**config.mk**
```make
export PLATFORM = sky130hd
export DESIGN_NAME = mem_responder
export DESIGN_NICKNAME = d
export VERILOG_FILES = /design/src/rtl/mem_responder_pkg.sv /design/src/rtl/mem_responder_mem_array.sv /design/src/rtl/mem_responder.sv
export SDC_FILE = /design/constraint.sdc
export NUM_CORES = 1
export LEC_CHECK = 0
export BUFFER_PORTS_ARGS = -buffer_cell sky130_fd_sc_hd__buf_4
export CORE_ASPECT_RATIO = 1.4
export CORE_MARGIN = 3
export CORE_UTILIZATION = 36
export DETAILED_ROUTE_END_ITERATION = 10
export MAX_ROUTING_LAYER = met4
export PLACE_DENSITY = 0.58
export RECOVER_POWER = 25
export SLEW_MARGIN = 20
export SYNTH_ARGS = -nofsm -noshare
export SYNTH_HDL_FRONTEND = slang
export SYNTH_SLANG_ARGS = --single-unit
```
**constraint.sdc**
```tcl
create_clock -name clk -period 4.5 [get_ports clk]
set_clock_uncertainty 0.05 [all_clocks]
set_input_delay 0.45 -clock clk [delete_from_list [all_inputs] [get_ports clk]]
set_output_delay 0.45 -clock clk [all_outputs]
set_load 0.03 [all_outputs]
```
**src/rtl/mem_responder_pkg.sv**
```systemverilog
// Shared types and limits for the memory responder.
package mem_responder_pkg;

   // Largest supported number of read wait states.
   localparam int MAX_RD_LAT = 3;

   // Responder sequencing states.
   typedef enum logic [1:0] {
      M_IDLE   = 2'd0,
      M_RWAIT  = 2'd1,
      M_RDONE  = 2'd2,
      M_WFLUSH = 2'd3
   } mem_state_t;

endpackage

```
**src/rtl/mem_responder_mem_array.sv**
```systemverilog
// Word storage: one synchronous write port, one combinational read port.
// Contents are never reset so they survive a responder reset.
module mem_responder_mem_array #(
   parameter int AWIDTH = 5,
   parameter int DWIDTH = 8
) (
   input  logic              clk_i,
   input  logic              we_i,
   input  logic [AWIDTH-1:0] waddr_i,
   input  logic [DWIDTH-1:0] wdata_i,
   input  logic [AWIDTH-1:0] raddr_i,
   output logic [DWIDTH-1:0] rdata_o
);

   logic [DWIDTH-1:0] mem_q [2**AWIDTH];

   // Synchronous write port.
   always_ff @(posedge clk_i) begin
      if (we_i) mem_q[waddr_i] <= wdata_i;
   end

   assign rdata_o = mem_q[raddr_i];

endmodule

```
**src/rtl/mem_responder.sv**
```systemverilog
// Memory-side responder for level-style read/write strobes: edge detection,
// wait-stated reads, immediate idle writes, a one-entry write buffer for
// writes arriving mid-read, and a sticky protocol-error flag.
module mem_responder
   import mem_responder_pkg::*;
#(
   parameter int AWIDTH = 5,
   parameter int DWIDTH = 8,
   parameter int RD_LAT = 1
) (
   input  logic              clk,
   input  logic              rst,
   input  logic              mem_rd,
   input  logic              mem_wr,
   input  logic [AWIDTH-1:0] addr,
   input  logic [DWIDTH-1:0] data_in,
   output logic [DWIDTH-1:0] data_out,
   output logic              rd_valid,
   output logic              busy,
   output logic              err
);

   if (RD_LAT < 0 || RD_LAT > MAX_RD_LAT) begin : g_bad_rd_lat
      $error("mem_responder: RD_LAT must be within 0..%0d", MAX_RD_LAT);
   end

   localparam logic [1:0] RD_LAT_C = 2'(RD_LAT);

   mem_state_t        state_q, state_d;
   logic              mem_rd_q, mem_wr_q;
   logic              rd_rise, wr_rise;
   logic [1:0]        wait_cnt_q, wait_cnt_d;
   logic [AWIDTH-1:0] rd_addr_q, rd_addr_d;
   logic              pend_v_q, pend_v_d;
   logic [AWIDTH-1:0] pend_addr_q, pend_addr_d;
   logic [DWIDTH-1:0] pend_data_q, pend_data_d;
   logic              err_q, err_d;
   logic [DWIDTH-1:0] data_out_q;
   logic              rd_valid_q;
   logic              we;
   logic [AWIDTH-1:0] waddr;
   logic [DWIDTH-1:0] wdata;
   logic [DWIDTH-1:0] rdata;

   assign rd_rise = mem_rd & ~mem_rd_q;
   assign wr_rise = mem_wr & ~mem_wr_q;

   // Control state register with synchronous reset.
   always_ff @(posedge clk) begin
      if (rst) begin
         state_q    <= M_IDLE;
         mem_rd_q   <= 1'b0;
         mem_wr_q   <= 1'b0;
         wait_cnt_q <= '0;
         pend_v_q   <= 1'b0;
         err_q      <= 1'b0;
         rd_valid_q <= 1'b0;
         data_out_q <= '0;
      end else begin
         state_q    <= state_d;
         mem_rd_q   <= mem_rd;
         mem_wr_q   <= mem_wr;
         wait_cnt_q <= wait_cnt_d;
         pend_v_q   <= pend_v_d;
         err_q      <= err_d;
         rd_valid_q <= (state_q == M_RDONE);
         if (state_q == M_RDONE) data_out_q <= rdata;
      end
   end

   // Address and buffered-write payload registers; qualified by state, not reset.
   always_ff @(posedge clk) begin
      rd_addr_q   <= rd_addr_d;
      pend_addr_q <= pend_addr_d;
      pend_data_q <= pend_data_d;
   end

   // Next-state logic: strobe events, wait countdown and write-buffer bookkeeping.
   always_comb begin
      state_d     = state_q;
      wait_cnt_d  = wait_cnt_q;
      rd_addr_d   = rd_addr_q;
      pend_v_d    = pend_v_q;
      pend_addr_d = pend_addr_q;
      pend_data_d = pend_data_q;
      err_d       = err_q;

      // Strobes arriving while a transaction is in flight.
      if (state_q != M_IDLE) begin
         if (rd_rise) err_d = 1'b1;
         if (wr_rise) begin
            if (pend_v_q) begin
               err_d = 1'b1;
            end else begin
               pend_v_d    = 1'b1;
               pend_addr_d = addr;
               pend_data_d = data_in;
            end
         end
      end

      case (state_q)
         M_IDLE: begin
            if (rd_rise && wr_rise) begin
               err_d = 1'b1;
            end else if (rd_rise) begin
               rd_addr_d  = addr;
               wait_cnt_d = RD_LAT_C;
               state_d    = M_RWAIT;
            end
         end
         M_RWAIT: begin
            if (wait_cnt_q == 2'd0) state_d = M_RDONE;
            else                    wait_cnt_d = wait_cnt_q - 2'd1;
         end
         // A write captured on this very edge must still be flushed.
         M_RDONE:  state_d = pend_v_d ? M_WFLUSH : M_IDLE;
         M_WFLUSH: begin
            pend_v_d = 1'b0;
            state_d  = M_IDLE;
         end
         default:  state_d = M_IDLE;
      endcase
   end

   // Output logic: write-port mux between the direct path and the buffer.
   always_comb begin
      we    = 1'b0;
      waddr = addr;
      wdata = data_in;
      if (state_q == M_WFLUSH) begin
         we    = 1'b1;
         waddr = pend_addr_q;
         wdata = pend_data_q;
      end else if (state_q == M_IDLE && wr_rise && !rd_rise) begin
         we = 1'b1;
      end
   end

   mem_responder_mem_array #(
      .AWIDTH (AWIDTH),
      .DWIDTH (DWIDTH)
   ) u_mem (
      .clk_i   (clk),
      .we_i    (we & ~rst),
      .waddr_i (waddr),
      .wdata_i (wdata),
      .raddr_i (rd_addr_q),
      .rdata_o (rdata)
   );

   assign data_out = data_out_q;
   assign rd_valid = rd_valid_q;
   assign err      = err_q;
   assign busy     = (state_q != M_IDLE) | pend_v_q;

endmodule

```
## Word level (Yosys, flattened, before mapping)

Memories as Yosys holds them, arrays and structs flattened. A register that Yosys moved wholly into a read port is not among the register bits.
Cells that the tools add are included.

- Bits in registers: 27
- RAM bits: 256
- Bits of input ports: 17
- Memories kept: 1

- Add/subtract/negate cells: 1
- Equality and inequality tests: 7
- Muxes and demuxes: 21
- Bitwise operators: 9
- Reductions and logical operators: 13

Memories:

| name | words | bits a word | read ports | clocked after Yosys merged registers in | wr ports | line | text |
|---|---|---|---|---|---|---|---|
| u_mem.mem_q | 32 | 8 | 1 | 1 | 1 | mem_responder_mem_array.sv:15 | `logic [DWIDTH-1:0] mem_q [2**AWIDTH];` |

Operator list:

| cell | number |
|---|---|
| $mux 1 | 12 |
| $mux 2 | 5 |
| $reduce_and 3->1 | 3 |
| $mux 8 | 1 |
| $ne 2x2->1 const B | 4 |
| $pmux 2 s4 | 1 |
| $mux 5 | 1 |
| $not 1->1 | 5 |
| $eq 2x2->1 const B | 2 |
| $logic_not 2->1 | 2 |
| $pmux 2 s2 | 1 |
| $reduce_and 4->1 | 1 |
| $reduce_bool 2->1 | 2 |
| $and 1x1->1 | 3 |
| $logic_and 1x1->1 | 3 |
| $eq 2x1->1 const B | 1 |
| $reduce_or 2->1 | 1 |
| $sub 2x1->2 const B | 1 |
| $logic_not 1->1 | 1 |
| $or 1x1->1 | 1 |

## Logic depth before layout (Yosys ltp)

- Depth in word-level cells: 9
- Gate-level depth with buffers: 7
- Depth with buffers taken out: 6

## Modules after synthesis

A second synthesis with hierarchy kept.

- Cells, all modules: 521
- Area total of the unflattened synthesis: 11262.1 sq um

Modules (own cells, without submodules):

| module | times used | cells an instance | area an instance (sq um) | sequential area each (sq um) |
|---|---|---|---|---|
| mem_responder_mem_array | 1 | 409 | 9893.2 | 7687.4 |
| mem_responder | 1 | 112 | 1368.8 | 880.8 |

## Least setup slack after synthesis

No wires, ideal clock.

- Path type: register to register
- Start point: register state_q[0]
- End point: memory u_mem.mem_q[0][0] (enable)
- Setup time: 0.370 ns
- Data arrival time: 1.950 ns
- Required time: 4.080 ns
- Path slack: 2.130 ns
- Stages on the path, launching flop included: 8
- Clock period less this slack: 2.370 ns
- Cell sequence: dfxtp_1 clkbuf_1 and2_1 clkbuf_1 mux2i_1 nor3b_1 nand2_1 nor2_1

- Word-level cells in the longest chain between the ends: 8

RTL lines:

| item | line | text |
|---|---|---|
| start: declaration | mem_responder.sv:29 | `mem_state_t state_q, state_d;` |
| start signal: assignment | mem_responder.sv:60 | `state_q <= state_d;` |
| $logic_not 2->1 | mem_responder.sv:135 | `end else if (state_q == M_IDLE && wr_rise && !rd_rise) begin` |
| $logic_and 1x1->1 (2 in a row) | mem_responder.sv:135 |  |
| $mux 1 | mem_responder.sv:135 |  |
| $mux 1 | mem_responder.sv:131 | `if (state_q == M_WFLUSH) begin` |
| $and 1x1->1 | mem_responder.sv:145 | `.we_i (we & ~rst),` |
| $mux 1 | mem_responder_mem_array.sv:19 | `if (we_i) mem_q[waddr_i] <= wdata_i;` |
| $mux 1 (not written as such) | mem_responder_mem_array.sv:19 |  |
| end: declaration | mem_responder_mem_array.sv:15 |  |

Parallel ways exist; a longest one is shown, timed or not.

## Worst setup path in the final report

- Start point: register state_q[0]
- End point: memory u_mem.mem_q[16][0] (enable)

Same word-level chain as after synthesis.

==> out/qor.csv <==
stage,metric,value,unit
yosys,"EDFF count, synth",274,
yosys,syn_area_per_cell,16.5,um2
worst_setup_path,RR Endpoint,u_mem.mem_q[16][0],
yosys,Synth Warn #,0,
layout,area delta synth->final,11.8,%
yosys,Syn Nets,716,
timing,Hold WS,0.0675,ns
grt,vias in the first global route,6002,
floorplanning,Initial Utilization,36.9,%
timing,Final setup viols,0,
worst_setup_path,reg2reg path depth,5,
yosys,top cell type's share of synthesized area,71.4,%
grt,largest net degree at the start of global routing,81,
timing,RSZ-0062 raised after global routing,no,
grt,GRT overflow,0,
clock_network,CTS Buf Count,25,
yosys,biggest area consumer among synthesized cells,edfxtp_1,
worst_setup_path,Worst R2R Setup Slack,1.07,ns
placed_design,GPL Wtd Cong,0.823,
timing,worst slew pin tran,1.66,ns
timing,fin crit period,3.43,ns
yosys,Yosys reg bits,291,
worst_setup_path,Critical Path AT,3.54,ns
drt,DR WL/cell,23.0,um
clock_network,Root Driver,clkbuf_16,
yosys,"FFs w/ async S/R, synth",0,%
drt,DR pass1 iterations,5,
yosys,Post-synth top cells,"edfxtp_1 (274), mux2i_1 (131), a22oi_1 (64), nor2_1 (49), a21oi_1 (38)",
timing,Hold Fails Final Rpt,0,
outcome,failing checks,"capacitance limit, slew limit",
worst_setup_path,Crit Path Max Fanout,14,
clock_network,H-tree levels,1,
grt,Global Route Usage Sum,15.6,%
clock_network,CTS Sinks,291,
layout,ant diodes,0,
placed_design,PortBufs,27,
drt,Antenna Nets Post-Route,0,
timing,TNS Setup,0,ns
worst_setup_path,Crit path required time,4.61,ns
power_and_ir_drop,VDD IR max,0.377,mV
yosys,most area-consuming cells after synthesis,"edfxtp_1 (71%), mux2i_1 (11%), a22oi_1 (4.2%), dfxtp_1 (3.0%), a21oi_1 (1.7%)",
clock_network,setup bufs post-CTS,0,
yosys,Netlist Area Pre-Place,11500,um2
drt,Vias/cell,5.29,
worst_setup_path,RR Startpoint,state_q[0],
yosys,most common cell in the netlist,edfxtp_1,
clock_network,Post-CTS Resized,0,
worst_setup_path,CP Launch Type,register,
clock_network,worst skew pair latency,0.54,ns
grt,initial antenna violation count,0,
run,Max-Cap Viols,1,
outcome,status,"finished, violations left",
grt,first-pass GRT wire length,38600,um
floorplanning,DIE AREA,34200,um2
drt,initial DRC count,502,
min_path,min-delay src,data_in[0],
min_path,HP Class,in2reg,
yosys,Synth cell types,29,
timing,Worst slew margin,-11.6,%
drt,Total Wirelength,25900,um
drt,DRC viols,0,
floorplanning,core box area,31200,um2
clock_network,Max Root-Sink Buffers,3,
floorplanning,Die X,157,um
power_and_ir_drop,leakage power,4.29,nW
worst_setup_path,WS Path Type,reg2reg,
floorplanning,standard-cell rows,76,
placed_design,DP Cell Count,1082,
min_path,hold path cells,1,
timing,max-slew violation count,14,
clock_network,cts-stage hold buffer count,0,
power_and_ir_drop,PD cells,434,nW/um2
min_path,worst hold endpoint,pend_data_q[0],
worst_setup_path,CP Capture Type,register,
layout,layout cells sized above 1,8.67,%
floorplanning,Die Ht,218,um
timing,fmax,0.291,GHz
layout,Final Core Density,41.3,%
clock_network,CTS tree,built,
placed_design,Final HPWL DP,16100,um
yosys,Post-Syn Instances,698,
layout,Finished Layout Cells,1128,
timing,fin crit share,76.3,%
layout,final layout net count,737,
yosys,main flop type after synthesis,edfxtp_1,
drt,Via Count,5963,
clock_network,clk slew on worst S/H paths,0.07,ns
yosys,sequential fraction of the synthesis area,74.4,%
floorplanning,I/O pin count,28,
-- layout by cell type, fill, tap and decap left out, types with 4 or more instances in the layout --
master	count
clkbuf_1	25
a211oi_1	10
nand2_1	17
bufinv_16	5
a21oi_1	38
nor2b_1	6
dfxtp_1	17
nor2_1	48
mux2i_1	131
clkinv_2	4
nand2b_1	6
mux2_1	5
mux2_2	6
clkbuf_16	25
or4_1	8
buf_4	6
a22oi_1	64
edfxtp_1	274
clkbuf_4	4
o21ai_0	5
-- how the worst max path moves through the flow --
stage / start / to / slack, ns / depth (start not counted)
2_1_floorplan: state_q[0] / u_mem.mem_q[0][0] / 2.13 / 7
3_5_place_dp: state_q[0] / u_mem.mem_q[16][2] / 1.30 / 5
3_3_place_gp: state_q[0] / u_mem.mem_q[8][1] / 1.37 / 5
4_1_cts: state_q[0] / u_mem.mem_q[16][0] / 1.29 / 5
5_1_grt: state_q[0] / u_mem.mem_q[16][1] / 0.83 / 5
6_report: state_q[0] / u_mem.mem_q[16][0] / 1.07 / 5
-- through the flow --
step,cell area [um2],setup WS (ns),power (mW)
CTS,13000,1.29,5.64
global placement,12100,1.37,3.35
finish,12900,1.07,5.59
global route,12900,0.826,5.76
floorplan,11500,2.13,3.24
detailed placement,12100,1.30,3.35
-- final cells by class --
cell class | instances | area [um2]
flip-flops and latches | 291 | 8570
clock inverters | 16 | 224
clock buffers | 30 | 664
well taps | 390 | 488
inverters | 2 | 7.51
fillers | 2797 | 18300
multi-input cells | 365 | 2730
repair buffers | 34 | 198
-- critical path, stage by stage (launching register included) --
cell	delay, ns
dfxtp_1	0.49
and2_0	0.77
mux2i_1	0.29
nor3b_1	0.28
nand2_1	0.47
nor2_1	0.70
-- logic make-up (layout without fill, tap and decap cells) --
kind of cell / count (synthesis) / in the layout / synth area share (%)
buf+inv: 42 / 82 / 2.02
compound gates: 120 / 120 / 6.87
simple gates: 102 / 102 / 4.19
fa+ha+maj: 1 / 1 / 0.109
flops: 291 / 291 / 74.4
mux: 142 / 142 / 12.5
-- routing by layer --
metal | vias up | track usage [%] | part of all wire, %
met2 | 147 | 25.8 | 50
met3 | 40 | 1.85 | 3.6
met1 | 3005 | 19.9 | 43
li1 | 2771 | - | -
met4 | 0 | 5.44 | 3.2
met5 | - | - | 0
-- power by group --
| group | internal [mW] | switching, mW | leakage (nW) |
|---|---|---|---|
| Clock | 1.35 | 0.958 | 0.431 |
| Sequential | 2.98 | 0.0125 | 2.60 |
| Combinational | 0.0873 | 0.199 | 1.25 |
| Total | 4.42 | 1.17 | 4.29 |
-- flip-flops by register name, summed over array words and instances (netlist names) --
signal / flops
rd_addr_q: 5
state_q: 2
pend_addr_q: 5
rd_valid: 1
pend_v_q: 1
err: 1
mem_wr_q: 1
pend_data_q: 8
u_mem.mem_q: 256
data_out: 8
wait_cnt_q: 2
mem_rd_q: 1
Power figures use the tool's default switching activity.
